### src/rtl/ps2_pkg.sv
// Shared PS/2 definitions: transmit FSM states, error codes, default timing.
// Used by the host transmitter and the mouse receive path.
package ps2_pkg;

   typedef enum logic [2:0] {
      ST_IDLE,
      ST_INHIBIT,
      ST_WAIT_CLK,
      ST_SHIFT,
      ST_ACK,
      ST_WAIT_IDLE,
      ST_ERR
   } ps2_tx_state_e;

   localparam logic [1:0] ERR_NONE  = 2'b00;
   localparam logic [1:0] ERR_START = 2'b01;
   localparam logic [1:0] ERR_XFER  = 2'b10;
   localparam logic [1:0] ERR_NACK  = 2'b11;

   localparam int unsigned PS2_CLK_FREQ_HZ   = 40_000_000;
   localparam int unsigned PS2_INHIBIT_DIV   = 10_000;
   localparam int unsigned PS2_START_TO_MUL  = 15;
   localparam int unsigned PS2_START_TO_DIV  = 1_000;
   localparam int unsigned PS2_XFER_TO_DIV   = 500;

   function automatic logic odd_parity(input logic [7:0] d);
      return ~^d;
   endfunction

endpackage

### src/rtl/ps2_line_sync.sv
// Two-flop synchronizers for the PS/2 pins plus a registered
// falling-edge pulse on the synchronized clock line.
module ps2_line_sync (
   input  logic pclk,
   input  logic rst,
   input  logic ps2_clk_in,
   input  logic ps2_data_in,
   output logic clk_s,
   output logic data_s,
   output logic clk_fall
);

   logic clk_m;
   logic data_m;
   logic clk_q;

   // Idle bus is high, so the chain resets to 1 to avoid a false edge.
   always_ff @(posedge pclk or negedge rst) begin
      if (!rst) begin
         clk_m    <= 1'b1;
         clk_s    <= 1'b1;
         data_m   <= 1'b1;
         data_s   <= 1'b1;
         clk_q    <= 1'b1;
         clk_fall <= 1'b0;
      end else begin
         clk_m    <= ps2_clk_in;
         clk_s    <= clk_m;
         data_m   <= ps2_data_in;
         data_s   <= data_m;
         clk_q    <= clk_s;
         clk_fall <= clk_q & ~clk_s;
      end
   end

endmodule

### src/rtl/ps2_host_tx.sv
// PS/2 host-to-device transmitter: inhibit, request-to-send, shift one
// byte with odd parity on device clock edges, then check the device ACK.
module ps2_host_tx
   import ps2_pkg::*;
#(
   parameter int unsigned CLK_FREQ_HZ          = PS2_CLK_FREQ_HZ,
   parameter int unsigned INHIBIT_CYCLES       = CLK_FREQ_HZ / PS2_INHIBIT_DIV,
   parameter int unsigned START_TIMEOUT_CYCLES =
      CLK_FREQ_HZ / PS2_START_TO_DIV * PS2_START_TO_MUL,
   parameter int unsigned XFER_TIMEOUT_CYCLES  = CLK_FREQ_HZ / PS2_XFER_TO_DIV
) (
   input  logic       pclk,
   input  logic       rst,
   input  logic [7:0] tx_data,
   input  logic       tx_valid,
   output logic       tx_ready,
   output logic       tx_done,
   output logic       tx_err,
   output logic [1:0] err_code,
   input  logic       ps2_clk_in,
   input  logic       ps2_data_in,
   output logic       ps2_clk_oe,
   output logic       ps2_data_oe
);

   localparam int TW = $clog2(START_TIMEOUT_CYCLES + 1);

   localparam logic [TW-1:0] INH_LAST   = TW'(INHIBIT_CYCLES - 1);
   localparam logic [TW-1:0] START_LAST = TW'(START_TIMEOUT_CYCLES - 1);
   localparam logic [TW-1:0] XFER_LAST  = TW'(XFER_TIMEOUT_CYCLES - 1);

   logic clk_s;
   logic data_s;
   logic clk_fall;

   ps2_line_sync u_sync (
      .pclk        (pclk),
      .rst         (rst),
      .ps2_clk_in  (ps2_clk_in),
      .ps2_data_in (ps2_data_in),
      .clk_s       (clk_s),
      .data_s      (data_s),
      .clk_fall    (clk_fall)
   );

   ps2_tx_state_e state, state_n;
   logic [TW-1:0] timer, timer_n;
   logic [3:0]    bit_cnt, bit_cnt_n;
   logic [7:0]    data_q, data_n;
   logic          par_q, par_n;
   logic          clk_oe_q, clk_oe_n;
   logic          data_oe_q, data_oe_n;
   logic [1:0]    code_q, code_n;

   logic [3:0]    nxt_idx;
   logic          nxt_bit;

   always_ff @(posedge pclk or negedge rst) begin
      if (!rst) begin
         state     <= ST_IDLE;
         timer     <= '0;
         bit_cnt   <= '0;
         data_q    <= '0;
         par_q     <= 1'b0;
         clk_oe_q  <= 1'b0;
         data_oe_q <= 1'b0;
         code_q    <= ERR_NONE;
      end else begin
         state     <= state_n;
         timer     <= timer_n;
         bit_cnt   <= bit_cnt_n;
         data_q    <= data_n;
         par_q     <= par_n;
         clk_oe_q  <= clk_oe_n;
         data_oe_q <= data_oe_n;
         code_q    <= code_n;
      end
   end

   // bit_cnt names the bit currently on the line; index 8 is parity.
   assign nxt_idx = bit_cnt + 4'd1;
   assign nxt_bit = (nxt_idx == 4'd8) ? par_q : data_q[nxt_idx[2:0]];

   always_comb begin
      state_n   = state;
      timer_n   = timer;
      bit_cnt_n = bit_cnt;
      data_n    = data_q;
      par_n     = par_q;
      clk_oe_n  = clk_oe_q;
      data_oe_n = data_oe_q;
      code_n    = code_q;
      tx_done   = 1'b0;
      tx_err    = 1'b0;

      unique case (state)
         ST_IDLE: begin
            if (tx_valid) begin
               data_n   = tx_data;
               par_n    = odd_parity(tx_data);
               code_n   = ERR_NONE;
               timer_n  = '0;
               clk_oe_n = 1'b1;
               state_n  = ST_INHIBIT;
            end
         end

         ST_INHIBIT: begin
            if (timer == INH_LAST) begin
               clk_oe_n  = 1'b0;
               data_oe_n = 1'b1;
               timer_n   = '0;
               state_n   = ST_WAIT_CLK;
            end else begin
               timer_n = timer + 1'b1;
            end
         end

         ST_WAIT_CLK: begin
            if (timer == START_LAST) begin
               data_oe_n = 1'b0;
               code_n    = ERR_START;
               state_n   = ST_ERR;
            end else if (clk_fall) begin
               // First device clock: the start bit has been taken, put D0 out.
               data_oe_n = ~data_q[0];
               bit_cnt_n = '0;
               timer_n   = '0;
               state_n   = ST_SHIFT;
            end else begin
               timer_n = timer + 1'b1;
            end
         end

         ST_SHIFT: begin
            if (timer == XFER_LAST) begin
               data_oe_n = 1'b0;
               code_n    = ERR_XFER;
               state_n   = ST_ERR;
            end else begin
               timer_n = timer + 1'b1;
               if (clk_fall) begin
                  if (bit_cnt == 4'd8) begin
                     data_oe_n = 1'b0;
                     state_n   = ST_ACK;
                  end else begin
                     bit_cnt_n = nxt_idx;
                     data_oe_n = ~nxt_bit;
                  end
               end
            end
         end

         ST_ACK: begin
            if (timer == XFER_LAST) begin
               code_n  = ERR_XFER;
               state_n = ST_ERR;
            end else begin
               timer_n = timer + 1'b1;
               if (clk_fall) begin
                  if (!data_s) begin
                     state_n = ST_WAIT_IDLE;
                  end else begin
                     code_n  = ERR_NACK;
                     state_n = ST_ERR;
                  end
               end
            end
         end

         ST_WAIT_IDLE: begin
            if (clk_s && data_s) begin
               tx_done = 1'b1;
               state_n = ST_IDLE;
            end
         end

         ST_ERR: begin
            tx_err    = 1'b1;
            clk_oe_n  = 1'b0;
            data_oe_n = 1'b0;
            state_n   = ST_IDLE;
         end

         default: begin
            clk_oe_n  = 1'b0;
            data_oe_n = 1'b0;
            state_n   = ST_IDLE;
         end
      endcase
   end

   assign tx_ready    = (state == ST_IDLE);
   assign err_code    = code_q;
   assign ps2_clk_oe  = clk_oe_q;
   assign ps2_data_oe = data_oe_q;

endmodule

### config.mk
export PLATFORM = sky130hd
export DESIGN_NAME = ps2_host_tx
export DESIGN_NICKNAME = d
export VERILOG_FILES = /design/src/rtl/ps2_pkg.sv /design/src/rtl/ps2_line_sync.sv /design/src/rtl/ps2_host_tx.sv
export SDC_FILE = /design/constraint.sdc
export NUM_CORES = 1
export LEC_CHECK = 0
export CORE_UTILIZATION = 55
export CTS_BUF_LIST = sky130_fd_sc_hd__clkbuf_2 sky130_fd_sc_hd__clkbuf_4 sky130_fd_sc_hd__clkbuf_8
export CTS_CLUSTER_SIZE = 12
export DETAILED_ROUTE_END_ITERATION = 16
export PLACE_DENSITY = 0.85
export SYNTH_ARGS = -nofsm -noshare
export SYNTH_HDL_FRONTEND = slang
export SYNTH_SLANG_ARGS = --single-unit
### constraint.sdc
create_clock -name pclk -period 3.4 [get_ports pclk]
set_input_delay 0.68 -clock pclk [delete_from_list [all_inputs] [get_ports pclk]]
set_output_delay 0.68 -clock pclk [all_outputs]
set_load 0.03 [all_outputs]
# Word-level counts from Yosys, hierarchy flattened
# Cells that the tools add are included.
# word_totals
register_bits	46
in_bits	13
out_inout_bits	7
word_cells	113
# classes
n_addsub	2
order_cmp	1
n_eq_ne	27
n_mux	47
bitwise	6
n_reduce_logical	16
# ops
op	n
two-way mux 20 bit	5
one-hot mux 20 bit (4 select lines)	1
two-way mux 3 bit	10
adder 20 x 1 -> 20 bit, second input constant	1
== test 20 x 12 -> 1 bit, second input constant	1
== test 20 x 17 -> 1 bit, second input constant	1
== test 20 bit, second input constant	1
two-way mux 4 bit	5
inequality test 2 bit, second input constant	9
one-hot mux 3 bit (6 select lines)	1
two-way mux 2 bit	7
two-way mux 1 bit	13
inequality test 3 x 2 -> 1 bit, second input constant	4
AND reduction 6 bit	2
== test 3 bit, second input constant	3
== test 4 bit, second input constant	2
one-hot mux 2 bit (4 select lines)	1
one-hot mux 4 bit (2 select lines)	1
AND reduction 4 bit	2
nonzero test 4 bit	2
XNOR reduction 8 bit	1
AND reduction 7 bit	1
== test 3 x 2 -> 1 bit, second input constant	2
NOT 1 bit	5
17 further kinds	18

# Depth between registers and ports, before layout
# Gate-level depths: netlist (run 1).
# depth
ltp_word	9
mapped_depth	10
depth_no_buf	8

# Hierarchy
# Synthesis (run 1) repeated with hierarchy kept, for this count alone.
# unflattened
cells_unflattened	305
area_unflattened_um2	2855.2
# by_module_without_submodules
module	n_inst	cells_per_inst	area_per_inst_um2
ps2_host_tx	1	298	2685.1
ps2_line_sync	1	7	170.2

# Least setup slack after synthesis (run 1)
# No wires, ideal clock.
# synth_path
kind	register to register
start	reg state[1]
end	reg timer[10]
setup_ns	0.121
arrival_ns	2.286
required_ns	3.279
path_slack_ns	0.993
path_stages_with_launch	10
synth_period_minus_slack_ns	2.407
path_cell_list	dfrtp_1 -> buf_4 -> nor3_1 -> or2b_2 -> o21ai_1 -> or4b_1 -> buf_6 -> nor2_4 -> buf_6 -> a22o_1
# synth_via
word_cells_on_any_way	12
# synth_lines
item	line	source
from (decl)	ps2_host_tx.sv:46	ps2_tx_state_e state, state_n;
from (signal assigned)	ps2_host_tx.sv:69	state <= state_n;
zero test 3 bit *	-	
named net tx_ready	ps2_host_tx.sv:16	output logic tx_ready,
nonzero test 4 bit (no line) or inequality test 2 bit (tied branches)	-	
AND reduction 4 bit (no line)	-	
to (signal assigned)	ps2_host_tx.sv:70	timer <= timer_n;
to (decl)	ps2_host_tx.sv:47	logic [TW-1:0] timer, timer_n;
# Mark *: on every way through the listed nets, which the timed path passes. The rest lies on a longest branch.
# A chain may end at the register's enable or synchronous reset.

# Final worst setup path (run 1)
# layout_path
start	reg state[0]
end	out tx_err
# layout_via
elab_chain_len	2
# layout_rtl
item	line	source
== test 3 bit	ps2_host_tx.sv:96	unique case (state)
two-way mux 1 bit	ps2_host_tx.sv:96	
to (decl)	ps2_host_tx.sv:18	output logic tx_err,
# Every way passes these cells.

==> impl_metrics.yaml, run 1 <==
status:
  status: "completed"
detailed_routing:
  num_vias: 2338
  drc: 0
  avgViaCountPerCell: 6.22
  ant_nets: 0
  wire_per_inst_um: 15.9
  drt-total-wl_um: 5990
  firstDrtPassIters: 5
  initialDrtViolationCount: 160
sta:
  post-route-min-period_ns: 2.79
  maxSlewViolCount: 0
  tns_ns: 0
  rsz0062_at_grt: "false"
  fmax_ghz: 0.359
  slew-limit-headroom_pct: 34.2
  setup_viol: 0
  setup_slack_ns: 0.614
  min_period_over_period_pct: 81.9
  fin_skew_ns: 0.00677
  tightestPinTransition_ns: 0.987
  fin_hold_ws_ns: 0.358
  hold_violations: 0
place:
  dp_hpwl_um: 4200
  dp.cells: 368
  dp_worst_setup_slack_ns: 0.607
  routabilityCongestion: 0.945
  place.port_buffers: 19
  placed_area_sq_um: 3040
run:
  drv_cap: 0
setup_path:
  crit_fanout: 17
  setup.worst_path.end: "tx_err"
  setup.worst_path.start_class: "flop"
  crit_arrival_ns: 2.11
  r2r_slack_ns: 0.62
  reg2reg_to: "timer[0]$_DFFE_PN0P_"
  r2r_cells: 7
  worstPathRequired_ns: 2.72
  critPathLaunch: "state[0]$_DFFE_PN0P_"
  r2r-start: "timer[0]$_DFFE_PN0P_"
  crit_path_end_kind: "primary output"
  path_class: "flop to primary output"
worst_hold_path:
  hold_depth: 0
  hold_path_class: "flop to flop"
  hp-start: "u_sync.data_m$_DFF_PN1_"
grt:
  antenna_found_initial: 0
  grt_pass1_wl_um: 10100
  grt_overflow: 0
  groute.usage.overall_pct: 23.8
  grt_pass1_vias: 2171
  grt_max_degree: 47
cells_and_area:
  design.final.nets: 324
  num_antenna_cells: 0
  areaGrowthSynthToFinish_pct: 9.52
  fillers: 399
  final_cells: 376
  drive_above_1_share_pct: 18.1
  fin_area_sq_um: 3150
die:
  boundaryPins: 20
  chipWidth_um: 74.3
  die_area_sq_um: 5530
  dieHeight_um: 74.3
  start_util_pct: 59.0
  num_rows: 25
  core_area_sq_um: 4880
yosys:
  synth_cells: 297
  ys_top_cells_by_area: "dfrtp_1, mux2_2, dfstp_2, a22o_1, o21ai_0"
  synth_edf_count: 0
  yosys_warnings: 0
  synth-seq-area-share_pct: 40.2
  synthesis.area_sq_um: 2880
  synthArstFlopShare_pct: 100
  synth_cell_types: 69
  synth_ff_type: "dfrtp_1"
  yosysTopAreaCellShare_pct: 35.7
  syn_avg_cell_area_sq_um: 9.69
  yosys.area.top_type: "dfrtp_1"
  ys_ff_latch: 46
  syn_nets: 313
cts:
  cts.repair.resized: 0
  clk_latency_ns: 0.30
  tritoncts: "yes"
  cts.sinks: 46
  cts_made_buffers: 5
  clk_pin_slew_ns: 0.08
  holdBufCountCts: 0
  ctsHtreeMaxLevel: 2
  cts.path.max_buffers: 2
  clock-root-buffer: "clkbuf_8"
  post-cts-setup-buffers: 0
power:
  p_leak_nw: 1.30
  vdd_drop_max_uv: 322
  power_density_nw_per_um2: 474
## worst min-delay path by stage
stage / end
after floorplan: u_sync.clk_s$_DFF_PN1_
after global placement: u_sync.data_s$_DFF_PN1_
after detailed placement: u_sync.data_s$_DFF_PN1_
after CTS: u_sync.data_s$_DFF_PN1_
after global routing: u_sync.data_s$_DFF_PN1_
final: u_sync.data_s$_DFF_PN1_
## per-stage QoR
stage	total power, mW	utilization, %
after floorplan	1.03	-
after global placement	1.11	62.3
after detailed placement	1.13	62.3
after CTS	1.51	64.6
after global routing	1.59	64.6
final	1.49	64.6
## state kept, by name, summed over array words and instances (netlist names), 2 cells and up
signal	count
timer	20
data_q	8
err_code	2
state	3
bit_cnt	4
## cells in the mapped netlist, drive strengths merged (4+ instances only)
library cell	count
and3	10
buf	8
mux2	14
dfstp	5
nor3	10
and4	4
a21o	4
clkbuf	8
xnor2	8
a21oi	12
dfrtp	41
mux2i	4
nor4	6
nor2b	7
inv	7
o21ai	26
nand3	7
nor2	20
nand4	8
nand2	24
a22o	13
## final cells by class
type / instances / area [sq um] / share of cell area [%]
clock buffers: 8 / 110 / 3.49
well taps: 67 / 83.8 / 2.66
repair buffers: 20 / 193 / 6.11
flip-flops and latches: 46 / 1160 / 36.7
multi-input cells: 228 / 1580 / 50.2
inverters: 7 / 26.3 / 0.834
## worst max-delay path: stages (launching register included)
cell and delay [ns]:
dfrtp_1 0.69, inv_1 0.29, and3_1 0.24, clkdlybuf4s50_1 0.58
## cell families after synthesis
group	share of synthesized area, %
simple gates	23.5
buf+inv	5.04
flops	40.2
mux	8.43
fa+ha+maj	1.30
compound gates	18.7
xor+xnor	2.74
## metal layers
metal	GRT usage, %	share of wire (%)	vias up	routed length, um
li1	-	-	1128	-
met1	33.2	48	1115	2860
met2	37.2	44	87	2660
met3	6.78	6.8	8	407
met4	5.45	0.99	0	59
met5	0	0	-	0
## power by group
group	internal, mW	leakage [nW]	switching (mW)
Clock	0.205	0.0575	0.174
Sequential	0.655	0.585	0.0956
Combinational	0.193	0.656	0.172
Total	1.05	1.30	0.442
## cells in the final DEF, fill, tap and decap left out, drive strengths merged, types with 10 or more instances in the layout
master | synthesis | routed
and3 | 10 | 10
nor3 | 10 | 10
nor2 | 20 | 20
clkdlybuf4s50 | 0 | 18
mux2 | 14 | 14
a22o | 13 | 13
a21oi | 12 | 12
o21ai | 26 | 26
dfrtp | 41 | 41
nand2 | 24 | 24
Power figures use the tool's default switching activity.
==> inputs of run 2 (changes only) <==
==> constraint.sdc (replaced) <==
create_clock -name pclk -period 2.8 [get_ports pclk]
set_input_delay 0.56 -clock pclk [delete_from_list [all_inputs] [get_ports pclk]]
set_output_delay 0.56 -clock pclk [all_outputs]
set_load 0.03 [all_outputs]
==> run 2 against run 1 <==
Against the previous run: global-route usage up 1.1 points; first-iteration DRC count grew 23%; routed wire length up 5.1%; setup slack lost 0.41 ns; largest power group unchanged; count of clock-buffer cells in the layout fell by 1; critical endpoint is now timer[0]$_DFFE_PN0P_; critical path type is now flop to flop; via count is 2.6% higher.
==> impl_metrics.yaml, run 2 (synthesis gave the netlist of run 1 again) <==
cells_and_area:
  utilization_pct: 66.4
  largest_register_ffs: 20
  fin_area_sq_um: 3240
  areaGrowthSynthToFinish_pct: 12.6
  final_cell_mix: "dfrtp_1, nand2_1, o21ai_0"
  final_cells: 386
  top_register: "timer"
  reg_top3: "timer: 20 flops, data_q: 8 flops, bit_cnt: 4 flops"
  final_common_cell: "dfrtp_1"
  drive_above_1_share_pct: 21.3
  num_antenna_cells: 0
  design.final.nets: 334
die:
  chipWidth_um: 74.3
  start_util_pct: 59.0
  boundaryPins: 20
  num_rows: 25
  die_area_sq_um: 5530
  core_area_sq_um: 4880
  dieHeight_um: 74.3
sta:
  min_period_over_period_pct: 92.7
  tightestPinTransition_ns: 0.760
  slew-limit-headroom_pct: 49.3
  tns_ns: 0
  fmax_ghz: 0.385
  maxSlewViolCount: 0
  fin_skew_ns: 0.00571
  rsz0062_at_grt: "false"
  post-route-min-period_ns: 2.60
  setup_viol: 0
  hold_violations: 0
power:
  power_frac_seq_pct: 48.9
  vdd_drop_max_uv: 380
  p_leak_nw: 1.35
  clockPowerShare_pct: 26.6
  p_comb_share_pct: 24.5
  p_int_mw: 1.32
  swShare_pct: 29.2
  power_density_nw_per_um2: 576
  power.switching_mw: 0.545
grt:
  grt_overflow: 0
  antenna_found_initial: 0
  grt_max_degree: 47
  grt_pass1_wl_um: 10600
  groute.usage.overall_pct: 25.0
  grt_pass1_vias: 2319
detailed_routing:
  firstDrtPassIters: 4
  initialDrtViolationCount: 196
  avgViaCountPerCell: 6.22
  drt-total-wl_um: 6290
  ant_nets: 0
  wire_per_inst_um: 16.3
  num_vias: 2399
  drc: 0
place:
  dp_hpwl_um: 4470
  dp.cells: 378
  placed_area_sq_um: 3120
  routabilityCongestion: 0.936
  place.port_buffers: 19
setup_path:
  crit_path_cell_trace: "ha_1, nand4_1, or4_4, o31a_1, or4b_1, nor2_4, mux2_2"
  reg2reg_to: "timer[0]$_DFFE_PN0P_"
  slowest_delay_ns: 0.63
  crit_family: "simple AND/OR/NAND/NOR gates"
  path_class: "flop to flop"
  path_buf_inv: 0
  slowest_stage: "or4_4"
  r2r_slack_ns: 0.20
  crit_fanout: 14
  setup.worst_path.start_class: "flop"
  crit_path_end_kind: "flop"
  r2r-start: "timer[0]$_DFFE_PN0P_"
  r2r_cells: 7
  worstPathRequired_ns: 2.98
  crit_arrival_ns: 2.78
cts:
  clock-root-buffer: "clkbuf_8"
  clk_latency_ns: 0.29
  cts.sinks: 46
  ctsHtreeMaxLevel: 2
  cts.repair.resized: 0
  cts.path.max_buffers: 2
  tritoncts: "yes"
  cts_made_buffers: 5
  holdBufCountCts: 0
  post-cts-setup-buffers: 0
  clk_pin_slew_ns: 0.08
run:
  drv_cap: 0
status:
  status: "completed"
worst_hold_path:
  hold_path_class: "input pin to asynchronous set/reset pin"
==> run 2: changes by cell type in the layout (fill, tap and decap cells not counted), sizes merged <==
cell,before,now
bufinv,0,1
buf,2,12
clkbuf,8,7
==> run 2: routing by layer <==
layer	part of all wire (%)	GRT usage, %	wire length, um	vias up
met5	0	0	0	-
met4	1.3	7.34	84	0
met3	5.6	3.66	355	11
met2	47	40.8	2970	87
met1	46	34.7	2890	1157
li1	-	-	-	1144
==> run 2: power groups by stage <==
| stage | Combinational, mW | Sequential (mW) | Clock (mW) |
|---|---|---|---|
| after floorplan | 0.363 | 0.884 | 0 |
| after global placement | 0.438 | 0.911 | 0 |
| after detailed placement | 0.458 | 0.922 | 0 |
| after CTS | 0.460 | 0.910 | 0.505 |
| after global routing | 0.510 | 0.929 | 0.526 |
| final | 0.458 | 0.912 | 0.496 |
==> run 2: final cells by class <==
| cell class | count | area, sq um |
|---|---|---|
| Timing Repair Buffer | 30 | 268 |
| Multi-Input combinational cell | 228 | 1590 |
| Sequential cell | 46 | 1160 |
| Tap cell | 67 | 83.8 |
| Inverter | 7 | 26.3 |
| Clock buffer | 7 | 83.8 |
| Fill cell | 395 | 1640 |
| Clock inverter | 1 | 30.0 |
==> run 2: worst max path at each step <==
stage,start,to,slack [ns],cells past startpoint
floorplan,state[1]$_DFFE_PN0P_,timer[10]$_DFFE_PN0P_,0.39,9
global placement,tx_valid,timer[8]$_DFFE_PN0P_,0.23,7
detailed placement,timer[0]$_DFFE_PN0P_,timer[0]$_DFFE_PN0P_,0.18,7
CTS,timer[0]$_DFFE_PN0P_,timer[0]$_DFFE_PN0P_,0.14,7
global route,timer[0]$_DFFE_PN0P_,timer[0]$_DFFE_PN0P_,0.04,7
finish,timer[0]$_DFFE_PN0P_,timer[0]$_DFFE_PN0P_,0.20,7
==> run 2: stage by stage <==
stage	hold slack (ns)	total power [mW]	setup WS, ns
6_report	0.341	1.87	0.205
5_1_grt	0.362	1.97	0.0359
4_1_cts	0.360	1.88	0.139
3_5_place_dp	0.347	1.38	0.180
3_3_place_gp	0.346	1.35	0.231
2_1_floorplan	0.264	1.25	0.393
==> run 2: worst reg2reg max path: cells and delay by family (launching register included) <==
family	cells	cell delay, ns
adders and majority gates	1	0.22
AOI/OAI and AO/OA	1	0.31
and+or+nand+nor	4	1.28
DFF	1	0.38
muxes	1	0.29
==> inputs of run 3 (changes only) <==
--- a/config.mk
+++ b/config.mk
@@ -6,9 +6,10 @@
 export NUM_CORES = 1
 export LEC_CHECK = 0
 export CORE_UTILIZATION = 55
-export CTS_BUF_LIST = sky130_fd_sc_hd__clkbuf_2 sky130_fd_sc_hd__clkbuf_4 sky130_fd_sc_hd__clkbuf_8
+export CTS_BUF_LIST = sky130_fd_sc_hd__clkbuf_16
 export CTS_CLUSTER_SIZE = 12
 export DETAILED_ROUTE_END_ITERATION = 16
+export MAX_ROUTING_LAYER = met4
 export PLACE_DENSITY = 0.85
 export SYNTH_ARGS = -nofsm -noshare
 export SYNTH_HDL_FRONTEND = slang
==> run 3 against run 2 <==
Against the previous run: sequential power grew 0.5%; clock power grew 31%; global-route usage rose by 2.8 points; final area is 1.8% higher; worst hold slack improved by 0.017 ns; clock skew about the same; first-iteration DRC count down 3.1%; routed wire length is 6.7% higher; power increased by 9.1%.
==> impl_metrics.yaml, run 3 (synthesis gave the netlist of run 1 again) <==
sta:
  min_period_over_period_pct: 95.1
  fin_hold_ws_ns: 0.358
  fin_skew_ns: 0.00540
  maxSlewViolCount: 0
  fmax_ghz: 0.375
  setup_viol: 0
  post-route-min-period_ns: 2.66
  tightestPinTransition_ns: 0.967
  rsz0062_at_grt: "false"
  tns_ns: 0
  hold_violations: 0
  slew-limit-headroom_pct: 35.5
  setup_slack_ns: 0.136
cells_and_area:
  design.final.nets: 334
  top_register: "timer"
  final_cells: 386
  fin_area_sq_um: 3300
  final_common_cell: "dfrtp_1"
  num_antenna_cells: 0
  utilization_pct: 67.6
  fillers: 401
  reg_top3: "timer: 20 flops, data_q: 8 flops, bit_cnt: 4 flops"
  seqCellArea_sq_um: 1160
  drive_above_1_share_pct: 20.7
  largest_register_ffs: 20
  final_cell_mix: "dfrtp_1, nand2_1, o21ai_0"
  multi_input_area_sq_um: 1600
  areaGrowthSynthToFinish_pct: 14.6
die:
  boundaryPins: 20
  chipWidth_um: 74.3
  die_area_sq_um: 5530
  core_area_sq_um: 4880
  start_util_pct: 59.0
  num_rows: 25
  dieHeight_um: 74.3
power:
  power_frac_seq_pct: 45.0
  p_comb_share_pct: 23.1
  clockPowerShare_pct: 31.8
  p_int_mw: 1.45
  total_power_mw: 2.04
  swShare_pct: 28.7
  power_density_nw_per_um2: 617
  power.switching_mw: 0.585
  p_leak_nw: 1.39
  vdd_drop_max_uv: 419
cts:
  cts_made_buffers: 5
  ctsHtreeMaxLevel: 2
  tritoncts: "yes"
  clk_pin_slew_ns: 0.06
  clock-root-buffer: "clkbuf_16"
  post-cts-setup-buffers: 0
  cts.path.max_buffers: 2
  cts.sinks: 46
  clk_latency_ns: 0.28
grt:
  grt_max_degree: 45
  grt_pass1_wl_um: 11200
  grtUsageMet2_pct: 45.5
  met1_usage_pct: 36.0
  antenna_found_initial: 0
  busiest_layer: "met2"
  grt_pass1_vias: 2324
  grt_overflow: 0
  gr-usage-met3_pct: 5.01
  groute.usage.overall_pct: 27.7
detailed_routing:
  drt-total-wl_um: 6710
  initialDrtViolationCount: 190
  ant_nets: 0
  wire_per_inst_um: 17.4
  drc: 0
  firstDrtPassIters: 4
  num_vias: 2460
  avgViaCountPerCell: 6.37
place:
  place.port_buffers: 19
  placed_area_sq_um: 3120
  dp_hpwl_um: 4660
  dp_worst_setup_slack_ns: 0.119
  dp.cells: 378
  routabilityCongestion: 0.986
setup_path:
  crit_arrival_ns: 2.83
  crit_fanout: 14
  reg2reg_to: "timer[0]$_DFFE_PN0P_"
  setup.worst_path.start_class: "flop"
  crit_path_end_kind: "flop"
  path_class: "flop to flop"
  worstPathRequired_ns: 2.97
  r2r-start: "timer[0]$_DFFE_PN0P_"
  r2r_cells: 7
  r2r_slack_ns: 0.14
  setup.worst_path.end: "timer[0]$_DFFE_PN0P_"
  critPathLaunch: "timer[0]$_DFFE_PN0P_"
status:
  status: "completed"
worst_hold_path:
  hold_path_class: "flop to flop"
run:
  drv_cap: 0
[run 3: cell types whose count changed in the layout (fill, tap and decap cells not counted), sizes merged]
cell / change
clkbuf: -2
inv: +2
[run 3: how the worst min path moves through the flow]
stage,start,to,cells past startpoint
floorplan,rst,bit_cnt[0]$_DFFE_PN0P_,0
global placement,u_sync.data_m$_DFF_PN1_,u_sync.data_s$_DFF_PN1_,0
detailed placement,u_sync.data_m$_DFF_PN1_,u_sync.data_s$_DFF_PN1_,0
CTS,u_sync.data_m$_DFF_PN1_,u_sync.data_s$_DFF_PN1_,0
global route,u_sync.data_m$_DFF_PN1_,u_sync.data_s$_DFF_PN1_,0
finish,u_sync.data_m$_DFF_PN1_,u_sync.data_s$_DFF_PN1_,0
[run 3: metal layers]
layer / routed length, um / vias to the layer above
li1: - / 1150
met1: 2940 / 1198
met2: 3290 / 105
met3: 433 / 7
met4: 53 / 0
met5: 0 / -
[run 3: timing repair]
action	in CTS	in global routing
setup endpoints to repair	0	11
gates resized for setup	0	3
hold buffers	0	0
[run 3: critical path: stages (launching register included)]
cell and delay, ns:
dfrtp_1 0.39, ha_1 0.23, nand4_1 0.21, or4_4 0.65, o31a_1 0.33, or4b_1 0.32
nor2_4 0.14, mux2_2 0.28
[run 3: cell type report]
cell class              instances  share of cell area [%]
clock buffers                   5                    3.79
inverters                       7                   0.797
multi-input cells             228                    48.5
well taps                      67                    2.54
clock inverters                 3                    1.14
repair buffers                 30                    8.12
flip-flops and latches         46                    35.1
[run 3: power by group through the flow]
stage          clock network [mW]  logic (mW)  registers (mW)
2_1_floorplan                   0       0.363           0.884
3_3_place_gp                    0       0.438           0.911
3_5_place_dp                    0       0.463           0.921
4_1_cts                     0.652       0.468           0.911
5_1_grt                     0.675       0.525           0.935
6_report                    0.648       0.471           0.917
